$ cat src/rtl/regfile_wr_arbiter.sv
// ---------------------------------------------------------------------------
// regfile_wr_arbiter
//
// Arbitrates two register-file writeback sources onto the single write port.
// Requester 0 is the ALU and requester 1 is the memory-load path. The grant
// (reqN_ready) is combinational in the request cycle. The accepted write is
// presented one clock later on Awr/Din/WE, with gnt recording the winner.
//
// Parameters
//   RR_EN      : 1 = round-robin between the two requesters.
//                0 = requester 0 has fixed priority, and requester 1 is
//                    force-granted after STARVE_MAX consecutive lost cycles.
//   STARVE_MAX : starvation limit, used only when RR_EN = 0.
//
// Ports
//   Clk, Reset          : clock (rising edge); asynchronous active-high reset.
//   reqN_valid/addr/data: write request from requester N (N = 0, 1).
//   reqN_ready          : combinational grant to requester N this cycle.
//   Awr, Din, WE        : registered write address, data and write enable.
//   gnt                 : registered one-hot winner of the previous edge,
//                         bit order {req1, req0}.
// ---------------------------------------------------------------------------
module regfile_wr_arbiter #(
   parameter bit          RR_EN      = 1'b1,
   parameter int unsigned STARVE_MAX = 3
) (
   input  logic        Clk,
   input  logic        Reset,
   input  logic        req0_valid,
   input  logic [4:0]  req0_addr,
   input  logic [31:0] req0_data,
   output logic        req0_ready,
   input  logic        req1_valid,
   input  logic [4:0]  req1_addr,
   input  logic [31:0] req1_data,
   output logic        req1_ready,
   output logic [4:0]  Awr,
   output logic [31:0] Din,
   output logic        WE,
   output logic [1:0]  gnt
);

   localparam logic [1:0] STARVE_LIM = 2'(STARVE_MAX);

   logic        last_gnt_q, last_gnt_d;     // 0 = req0 won last, 1 = req1
   logic [1:0]  starve_cnt_q, starve_cnt_d;
   logic [4:0]  awr_q, awr_d;
   logic [31:0] din_q, din_d;
   logic        we_q, we_d;
   logic [1:0]  gnt_q, gnt_d;

   logic        pick1;
   logic        xfer0, xfer1;

   // Grant selection. Requester 1 wins when it is alone, or when it is in
   // contention and either round-robin says it is its turn or, in fixed
   // priority, it has reached the starvation limit.
   always_comb begin
      pick1 = 1'b0;
      if (req1_valid) begin
         if (!req0_valid) begin
            pick1 = 1'b1;
         end else if (RR_EN) begin
            pick1 = ~last_gnt_q;
         end else begin
            pick1 = (starve_cnt_q == STARVE_LIM);
         end
      end
   end

   // Ready is forced low during reset so nothing is accepted while the
   // output registers are held clear.
   assign req1_ready = pick1 & ~Reset;
   assign req0_ready = req0_valid & ~pick1 & ~Reset;

   assign xfer0 = req0_valid & req0_ready;
   assign xfer1 = req1_valid & req1_ready;

   always_comb begin
      last_gnt_d   = last_gnt_q;
      starve_cnt_d = starve_cnt_q;
      awr_d        = awr_q;
      din_d        = din_q;
      we_d         = 1'b0;
      gnt_d        = 2'b00;

      if (xfer0) begin
         last_gnt_d = 1'b0;
         awr_d      = req0_addr;
         din_d      = req0_data;
         we_d       = (req0_addr != 5'd0);   // register 0 is hardwired zero
         gnt_d      = 2'b01;
      end else if (xfer1) begin
         last_gnt_d = 1'b1;
         awr_d      = req1_addr;
         din_d      = req1_data;
         we_d       = (req1_addr != 5'd0);
         gnt_d      = 2'b10;
      end

      // Starvation counter saturates at the limit (and at its own maximum).
      if (!req1_valid || xfer1) begin
         starve_cnt_d = 2'd0;
      end else if ((starve_cnt_q != STARVE_LIM) && (starve_cnt_q != 2'd3)) begin
         starve_cnt_d = starve_cnt_q + 2'd1;
      end
   end

   always_ff @(posedge Clk or posedge Reset) begin
      if (Reset) begin
         last_gnt_q   <= 1'b1;   // so requester 0 wins the first contention
         starve_cnt_q <= 2'd0;
         awr_q        <= 5'd0;
         din_q        <= 32'd0;
         we_q         <= 1'b0;
         gnt_q        <= 2'b00;
      end else begin
         last_gnt_q   <= last_gnt_d;
         starve_cnt_q <= starve_cnt_d;
         awr_q        <= awr_d;
         din_q        <= din_d;
         we_q         <= we_d;
         gnt_q        <= gnt_d;
      end
   end

   assign Awr = awr_q;
   assign Din = din_q;
   assign WE  = we_q;
   assign gnt = gnt_q;

endmodule

$ cat config.mk
export PLATFORM = sky130hd
export DESIGN_NAME = regfile_wr_arbiter
export DESIGN_NICKNAME = d
export VERILOG_FILES = /design/src/rtl/regfile_wr_arbiter.sv
export SDC_FILE = /design/constraint.sdc
export NUM_CORES = 1
export LEC_CHECK = 0
export ABC_AREA = 0
export BUFFER_PORTS_ARGS = -buffer_cell sky130_fd_sc_hd__buf_2
export CORE_MARGIN = 2
export CORE_UTILIZATION = 24
export CTS_CLUSTER_SIZE = 30
export DETAILED_ROUTE_END_ITERATION = 10
export SLEW_MARGIN = 0
export SYNTH_ARGS = -nofsm -noshare
export SYNTH_HDL_FRONTEND = slang
export SYNTH_SLANG_ARGS = --single-unit
$ cat constraint.sdc
create_clock -name Clk -period 1.5 [get_ports Clk]
set_clock_uncertainty 0.1 [all_clocks]
set_input_delay 0.075 -clock Clk [delete_from_list [all_inputs] [get_ports Clk]]
set_output_delay 0.075 -clock Clk [all_outputs]
set_load 0.02 [all_outputs]
======== Word level (Yosys, flattened, before mapping) ========
Index checks and enable logic that the tools add are counted.
storage, ports and cells
  register bits ........................... 41
  bits in latches ......................... 0
  RAM bits ................................ 0
  bits in read-only memories .............. 0
  bits of input ports ..................... 78
  output and inout port bits .............. 42
  word-level logic and storage cells ...... 28
  memories kept ........................... 0
cells by class
  $add $sub $neg .......................... 0
  $mul .................................... 0
  div/mod/pow operators ................... 0
  order comparisons ....................... 0
  equality and inequality tests ........... 0
  shift operators ......................... 0
  multiplexer cells ....................... 12
  bitwise logic cells ..................... 8
  reduce and logical (&&, ||, !) cells .... 3
operator list
  kind                number
  2-to-1 mux 32 bit   2
  2-to-1 mux 5 bit    2
  nonzero test 5 bit  2
  2-to-1 mux 1 bit    6
  AND 1 bit           5
  2-to-1 mux 2 bit    2
  NOT 1 bit           3
  nonzero test 2 bit  1

======== Logic depth before layout (Yosys ltp) ========
Gate-level depths: netlist (run 1).
  depth after elaboration ................. 8
  gate-level depth with buffers ........... 6
  mapped depth without buffers ............ 3

======== Worst setup path after synthesis (run 1) ========
Ideal clock, no wire load.
  kind .................................... register to register
  start point ............................. register last_gnt_q
  end point ............................... register awr_q[2], in the netlist Awr[2]
  arrival ................................. 1.283 ns
  data required time ...................... 1.333 ns
  slack ................................... 0.050 ns
  stages on the path, launching flop included .. 5
  path buffers ............................ 1
  period minus slack after synthesis ...... 1.450 ns
  path through ............................ dfstp_2 -> nor2b_1 -> buf_4 -> nor2_1 -> a221o_1
on the way
  cells in the longest elaborated chain, start to end .. 8
  elaborated cells between the ends (all ways) .. 11
RTL lines
  element                                                 RTL line  source
  from (decl)                                             45        logic last_gnt_q, last_gnt_d;
  from (signal assigned)                                  118       last_gnt_q <= last_gnt_d;
  NOT 1 bit *                                             64        pick1 = ~last_gnt_q;
  2-to-1 mux 1 bit *                                      61        if (!req0_valid) begin
  2-to-1 mux 1 bit *                                      60        if (req1_valid) begin
  NOT 1 bit *                                             74        assign req0_ready = req0_valid & ~pick1 & ~Reset;
  AND 1 bit * (2 in a row)                                74
  via req0_ready                                          32        output logic req0_ready,
  AND 1 bit *                                             76        assign xfer0 = req0_valid & req0_ready;
  2-to-1 mux 5 bit or nonzero test 2 bit (tied branches)  -
  to (signal assigned)                                    120       awr_q <= awr_d;
  to (decl)                                               47        logic [4:0] awr_q, awr_d;
Mark *: on every way through the listed nets, which the timed path passes. The rest lies on a longest branch.
A chain may end at the register's enable or synchronous reset.

======== Worst setup path in the final report (run 1) ========
  start point ............................. register last_gnt_q
  end point ............................... output port req1_ready
on the way
  cells in the longest elaborated chain, start to end .. 4
RTL lines
  element           RTL line  source
  NOT 1 bit         64
  2-to-1 mux 1 bit  61
  2-to-1 mux 1 bit  60
  AND 1 bit         73        assign req1_ready = pick1 & ~Reset;
  to (decl)         36        output logic req1_ready,
Every way passes these cells.

==> run_results.csv, run 1 <==
group,metric,value,unit
cts,clock_latency,0.29,ns
timing,tns,0,ns
cells_and_area,fill_cells,880,
global_route,grt_usage,16.48,%
detailed_routing,drt_wl_total,8130,um
cts,post_cts_buffers,0,
timing,max_slew_margin,84.43,%
timing,worst_pin_slew,0.2336,ns
die,dieArea,9865,um^2
worst_setup_path,worstSetupEndpointType,"output pin",
cts,cts_buffer_depth,2,
cells_and_area,stdcell_count,528,
timing,max_freq,0.6922,GHz
die,dieHeight,99.33,um
timing,rsz0062_at_grt,"yes",
status,outcome,"completed",
placed_design,gp_congestion,0.7461,
cells_and_area,area_growth,72.23,%
worst_setup_path,start_kind,"flip-flop",
detailed_routing,drtAntennaViolNets,0,
worst_hold_path,hp-class,"input port to flip-flop",
placed_design,dp.cells,446,
detailed_routing,vias,2664,
yosys,synth_warnings,0,
worst_setup_path,startpoint,"last_gnt_q$_DFFE_PP1P_",
die,core_area,8763,um^2
die,initial_core_util,24.89,%
yosys,yosys.area_share.simple,9.868,%
yosys,synthAdderAreaFrac,0,%
yosys,synth_top_family_by_area,"compound AO/OA/AOI/OAI gates",
global_route,grt_pass1_wl,13120,um
timing,fin_ws,0.05541,ns
worst_hold_path,min-delay-start,"req0_addr[4]",
worst_setup_path,slowest_stage,"dfstp_2",
cts,cts.reportedPaths.clkPinSlew,0.09,ns
yosys,synth_area,2181,um^2
detailed_routing,avgRoutedWirePerCell,15.40,um
worst_setup_path,timing.critical_path.buf_inv,1,
cells_and_area,layout-drive-gt1-share,35.00,%
placed_design,io_buffers,119,
detailed_routing,first_pass_iters,4,
job,max-cap-violations,0,
die,fp.dieW,99.33,um
die,rows,34,
power_and_ir_drop,power.density,914.3,nW/um^2
yosys,synthMuxAreaShare,0,%
worst_setup_path,crit_path_max_fanout,4,
timing,period_needed,1.445,ns
worst_setup_path,cp_top_family,"flip-flops",
timing,period_share,96.31,%
global_route,grt_max_degree,46,
detailed_routing,drt-initial-drc-count,118,
yosys,syn_avg_cell_area,9.320,um^2
power_and_ir_drop,power_leakage,1.614,nW
power_and_ir_drop,irDropWorstVdd,0.0003370,V
detailed_routing,via_per_inst,5.045,
worst_setup_path,reg2reg_from,"last_gnt_q$_DFFE_PP1P_",
timing,hold_violations,0,
yosys,synth_compound_area_share,34.31,%
yosys,ys_seq_area_share,47.10,%
yosys,synthCells,234,
worst_hold_path,holdPathEnd,"Awr[4]$_DFFE_PP0P_",
cells_and_area,final_nets,497,
cts,numCtsBuffers,5,
global_route,overflow,0,
detailed_routing,drc,0,
yosys,ys_seq_elements,41,
worst_setup_path,reg2reg_to,"Awr[4]$_DFFE_PP0P_",
worst_setup_path,arrival,1.27,ns
placed_design,dp_hpwl,5036,um
worst_setup_path,critical_path_class,"flip-flop to output pin",
worst_setup_path,critPathMaxStageDelay,0.57,ns
cts,cts.sinks,41,
yosys,synth.distinct_cells,24,
global_route,grt_pass1_vias,2729,
global_route,antenna_found_initial,0,
worst_hold_path,min_path_cells,3,
cts,tritoncts,"built",
worst_setup_path,reg2regPathDepth,3,
cts,cts-htree-levels,2,
timing,finalMaxSlewViolations,0,
die,io_pins,120,
worst_setup_path,required,1.32,ns
cts,root_buffer,"clkbuf_8",
worst_setup_path,worstPathCellList,"nand2_1 > and2_4 > buf_2",
cells_and_area,diodes,0,
yosys,synthXorXnorAreaFrac,0,%
placed_design,place_worst_setup_slack,0.1633,ns
worst_setup_path,reg2reg_slack,0.15,ns
power_and_ir_drop,p_total,3.434,mW
yosys,synth_nets,312,
timing,setup_violations,0,
[layout make-up]
type / instances / area [um^2] / share of cell area, %
Sequential cell: 41 / 1027 / 27.35
Timing Repair Buffer: 208 / 1496 / 39.84
Clock buffer: 7 / 86.33 / 2.298
Multi-Input combinational cell: 161 / 973.4 / 25.92
Clock inverter: 1 / 30.03 / 0.7995
Tap cell: 108 / 135.1 / 3.598
Inverter: 2 / 7.507 / 0.1999
[synthesized netlist by cell type]
master     instances  area, um^2
buf_6              2       22.52
nand2b_1           1       6.260
nor2_1            39       146.4
clkinv_1           1       3.750
a31oi_1           35       219.0
o2111ai_1         35       306.5
dfstp_2            1       26.28
nor3_1             2       10.01
a22o_1             1       8.760
buf_2             18       90.09
buf_4              8       60.06
clkbuf_2           2       10.01
inv_2              1       3.750
and2_4             1       8.760
nand2_1            3       11.26
o21ai_1            6       30.03
and2_1             1       6.260
o21ai_0           29       145.1
nor2b_1            3       18.77
dfrtp_1           40        1001
and2b_1            1       7.510
o21ba_1            1       10.01
o22a_1             1       8.760
a221o_1            2       20.02
[worst max path at each step]
stage | slack (ns) | end | depth (start not counted)
finish | 0.06 | req1_ready | 3
global route | -0.01 | req1_ready | 3
CTS | 0.01 | req0_ready | 3
detailed placement | 0.16 | Awr[4]$_DFFE_PP0P_ | 3
global placement | 0.18 | Awr[4]$_DFFE_PP0P_ | 3
floorplan | 0.05 | Awr[2]$_DFFE_PP0P_ | 4
[cells by family (layout without fill, tap and decap cells)]
group / Yosys count / in the layout
compound gates: 110 / 110
simple gates: 51 / 51
flops: 41 / 41
buf+inv: 32 / 218
[flip-flops by register name, indices dropped and copies added, names as in the netlist]
register / count
Din: 32
Awr: 5
gnt: 2
WE: 1
last_gnt_q: 1
[layer usage]
metal  GRT usage (%)  routed length [um]  up-vias
met5               0                   0        -
met2           27.39                3895      138
li1                -                   -     1276
met1           20.69                3437     1231
met3           3.373                 567       19
met4           7.271                 229        0
[power breakdown]
group	internal, mW	leakage, nW	switching, mW	total (mW)
combinational	0.494	1.09	0.650	1.14
sequential	1.26	0.465	0.0828	1.35
clock	0.543	0.0585	0.402	0.945
[through the flow]
step / area, um^2 / hold WS (ns) / utilization, %
after CTS: 3741 / 0.004505 / 42.69
after global routing: 3756 / 0.009385 / 42.86
after floorplan: 2181 / 0.1200 / -
after global placement: 2882 / 0.06278 / 32.88
after detailed placement: 2882 / 0.06242 / 32.88
final: 3756 / 0.008339 / 42.86
[tightest hold or removal path, cell delays in order]
cell	delay, ns
buf_2	0.11
o2111ai_1	0.09
a31oi_1	0.09
[cells in the final DEF, fill, tap and decap left out]
cell,netlist,final
a221o_1,2,2
a22o_1,1,1
a31oi_1,35,35
and2_1,1,1
and2_4,1,1
and2b_1,1,1
buf_12,0,3
buf_2,18,118
buf_4,8,11
buf_6,2,2
bufinv_16,0,1
clkbuf_1,0,1
clkbuf_8,0,6
clkinv_1,1,1
dfrtp_1,40,40
dfstp_2,1,1
dlygate4sd3_1,0,74
inv_2,1,1
nand2_1,3,3
nand2b_1,1,1
nor2_1,39,38
nor2_4,0,1
nor2b_1,3,2
nor2b_2,0,1
nor3_1,2,2
o2111ai_1,35,35
o21ai_0,29,29
o21ai_1,6,6
o21ba_2,0,1
o22a_1,1,1
[what timing repair did]
item,CTS,global route
hold buffers,74,0
pin swaps,0,0
endpoints found under the setup margin,1,15
resized for setup,1,4
endpoints found under the hold margin,75,0
Power figures use the tool's default switching activity.
==> inputs of run 2 (changes only) <==
--- a/config.mk
+++ b/config.mk
@@ -7,10 +7,13 @@
 export LEC_CHECK = 0
 export ABC_AREA = 0
 export BUFFER_PORTS_ARGS = -buffer_cell sky130_fd_sc_hd__buf_2
+export CELL_PAD_IN_SITES_DETAIL_PLACEMENT = 1
+export CELL_PAD_IN_SITES_GLOBAL_PLACEMENT = 2
 export CORE_MARGIN = 2
 export CORE_UTILIZATION = 24
 export CTS_CLUSTER_SIZE = 30
 export DETAILED_ROUTE_END_ITERATION = 10
+export PLACE_DENSITY_LB_ADDON = 0.1
 export SLEW_MARGIN = 0
 export SYNTH_ARGS = -nofsm -noshare
 export SYNTH_HDL_FRONTEND = slang
==> run_results.csv, run 2 (synthesis results as in run 1) <==
group,metric,value,unit
cts,cts.sinks,41,
placed_design,dp_hpwl,5524,um
cts,root_buffer,"clkbuf_8",
die,initial_core_util,24.89,%
power_and_ir_drop,p_sw,1.164,mW
placed_design,dp.cells,446,
cts,tritoncts,"built",
worst_setup_path,timing.critical_path.buf_inv,2,
cells_and_area,stdcell_count,534,
global_route,use_met3,3.654,%
worst_setup_path,reg2reg_from,"last_gnt_q$_DFFE_PP1P_",
worst_setup_path,worstPathCellList,"buf_12 > nand2_4 > and2_4 > buf_6",
detailed_routing,vias,2652,
timing,worst_pin_slew,0.4231,ns
cts,clock_latency,0.29,ns
worst_setup_path,required,1.32,ns
cts,cts.reportedPaths.clkPinSlew,0.08,ns
timing,period_needed,1.505,ns
detailed_routing,drt_wl_total,8947,um
timing,finalMaxSlewViolations,0,
worst_setup_path,reg2reg_to,"Din[15]$_DFFE_PP0P_",
global_route,antenna_found_initial,0,
worst_hold_path,hp-class,"input port to flip-flop",
power_and_ir_drop,p_sw_share,34.91,%
power_and_ir_drop,seqPwrFrac,40.5,%
cells_and_area,area_growth,77.85,%
power_and_ir_drop,power.density,859.7,nW/um^2
cells_and_area,layout_common_cells,"buf_2, dlygate4sd3_1, dfrtp_1",
timing,max_slew_margin,71.80,%
worst_setup_path,slowest_stage,"dfstp_2",
global_route,overflow,0,
cells_and_area,layout_commonest_cell,"buf_2",
cts,numCtsBuffers,5,
cells_and_area,fill_cells,1017,
die,dieArea,9865,um^2
global_route,busiest_layer,"met2",
die,fp.dieW,99.33,um
cells_and_area,layout-drive-gt1-share,35.45,%
placed_design,gp_congestion,0.6930,
detailed_routing,drtAntennaViolNets,0,
detailed_routing,first_pass_iters,4,
global_route,grt_pass1_vias,2809,
worst_setup_path,reg2regPathDepth,5,
detailed_routing,drt-initial-drc-count,85,
detailed_routing,avgRoutedWirePerCell,16.75,um
job,max-cap-violations,0,
power_and_ir_drop,p_int,2.170,mW
cts,cts-htree-levels,2,
worst_setup_path,start_kind,"flip-flop",
power_and_ir_drop,combinationalPowerShare,38.0,%
worst_setup_path,crit_path_max_fanout,4,
worst_hold_path,min-delay-start,"req0_valid",
die,core_area,8763,um^2
worst_setup_path,cp_top_family,"flip-flops",
timing,fin_ws,-0.005457,ns
power_and_ir_drop,power_leakage,1.663,nW
timing,max_freq,0.6643,GHz
power_and_ir_drop,irDropWorstVdd,0.0003733,V
timing,setup_violations,1,
global_route,met1_usage,23.05,%
detailed_routing,via_per_inst,4.966,
worst_hold_path,holdPathEnd,"Din[2]$_DFFE_PP0P_",
die,rows,34,
worst_setup_path,critical_path_class,"flip-flop to output pin",
placed_design,io_buffers,119,
cells_and_area,final_nets,503,
cells_and_area,fin_area,3879,um^2
worst_setup_path,worstSetupEndpointType,"output pin",
worst_setup_path,arrival,1.33,ns
global_route,grt_max_degree,36,
worst_setup_path,reg2reg_slack,0.07,ns
placed_design,placed_area,2944,um^2
cells_and_area,diodes,0,
timing,rsz0062_at_grt,"yes",
timing,hold_violations,0,
die,io_pins,120,
worst_setup_path,critPathMaxStageDelay,0.58,ns
global_route,use_met2,32.59,%
power_and_ir_drop,clkPwrFrac,21.6,%
status,outcome,"complete, but fails checks",
global_route,grt_usage,18.31,%
global_route,grt_pass1_wl,14300,um
worst_hold_path,min_path_cells,3,
detailed_routing,drc,0,
timing,period_share,100.4,%
cells_and_area,largest_reg_flops,32,
die,dieHeight,99.33,um
cts,cts_buffer_depth,2,
status,violations,"negative setup slack",
## run 2: changes by cell type in the layout (fill, tap and decap cells not counted), moves of 2 or more
cell	previous run	this run
buf_12	3	10
o21ai_1	6	8
buf_4	11	9
clkbuf_1	1	3
o21ai_0	29	27
## run 2: cell type report
type | instances | area, um^2 | share of cell area, %
Tap cell | 108 | 135.1 | 3.484
Multi-Input combinational cell | 161 | 985.9 | 25.42
Clock buffer | 8 | 80.08 | 2.065
Timing Repair Buffer | 214 | 1638 | 42.23
Sequential cell | 41 | 1027 | 26.48
Inverter | 2 | 12.51 | 0.3226
## run 2: worst max path at each step
stage / to / from / depth (start not counted)
finish: req1_ready / last_gnt_q$_DFFE_PP1P_ / 4
global route: req1_ready / last_gnt_q$_DFFE_PP1P_ / 4
CTS: req1_ready / last_gnt_q$_DFFE_PP1P_ / 4
detailed placement: Awr[3]$_DFFE_PP0P_ / last_gnt_q$_DFFE_PP1P_ / 3
global placement: Awr[2]$_DFFE_PP0P_ / last_gnt_q$_DFFE_PP1P_ / 3
floorplan: Awr[2]$_DFFE_PP0P_ / last_gnt_q$_DFFE_PP1P_ / 4
## run 2: through the flow
step | total power [mW] | hold slack, ns | utilization [%] | setup slack (ns) | TNS, ns
final | 3.334 | 0.1017 | 44.26 | -0.005457 | -0.005457
after global routing | 3.527 | 0.1079 | 44.26 | -0.04596 | -0.09043
after CTS | 3.338 | 0.07655 | 43.72 | -0.03410 | -0.03410
after detailed placement | 2.413 | -0.05389 | 33.60 | -0.1892 | -2.194
after global placement | 2.404 | -0.05325 | 33.60 | -0.1315 | -1.503
after floorplan | 1.965 | 0.1200 | - | 0.04961 | 0
## run 2: timing repair
item                                    4_1_cts  5_1_grt
endpoints found under the hold margin        79        0
hold buffers                                 75        0
pin swaps                                     1        3
gates resized for setup                      11        6
endpoints found under the setup margin       30       32
buffers inserted                              2        4
## run 2: power by group through the flow
| stage | Combinational, mW | Sequential (mW) | Clock, mW |
|---|---|---|---|
| 2_1_floorplan | 0.417 | 1.55 | 0 |
| 3_3_place_gp | 1.04 | 1.37 | 0 |
| 3_5_place_dp | 1.04 | 1.37 | 0 |
| 4_1_cts | 1.24 | 1.35 | 0.744 |
| 5_1_grt | 1.37 | 1.37 | 0.782 |
| 6_report | 1.27 | 1.35 | 0.719 |
## run 2: metal layers
| metal | wire (um) | part of all wire [%] |
|---|---|---|
| met2 | 4537 | 51 |
| met5 | 0 | 0 |
| met4 | 76 | 0.85 |
| met3 | 462 | 5.2 |
| met1 | 3869 | 43 |
## run 2: worst register-to-register path: stages, from the launching register on
cell	delay [ns]
dfstp_2	0.58
nor2b_4	0.08
buf_12	0.14
buf_12	0.13
o21ai_0	0.17
a31oi_1	0.11
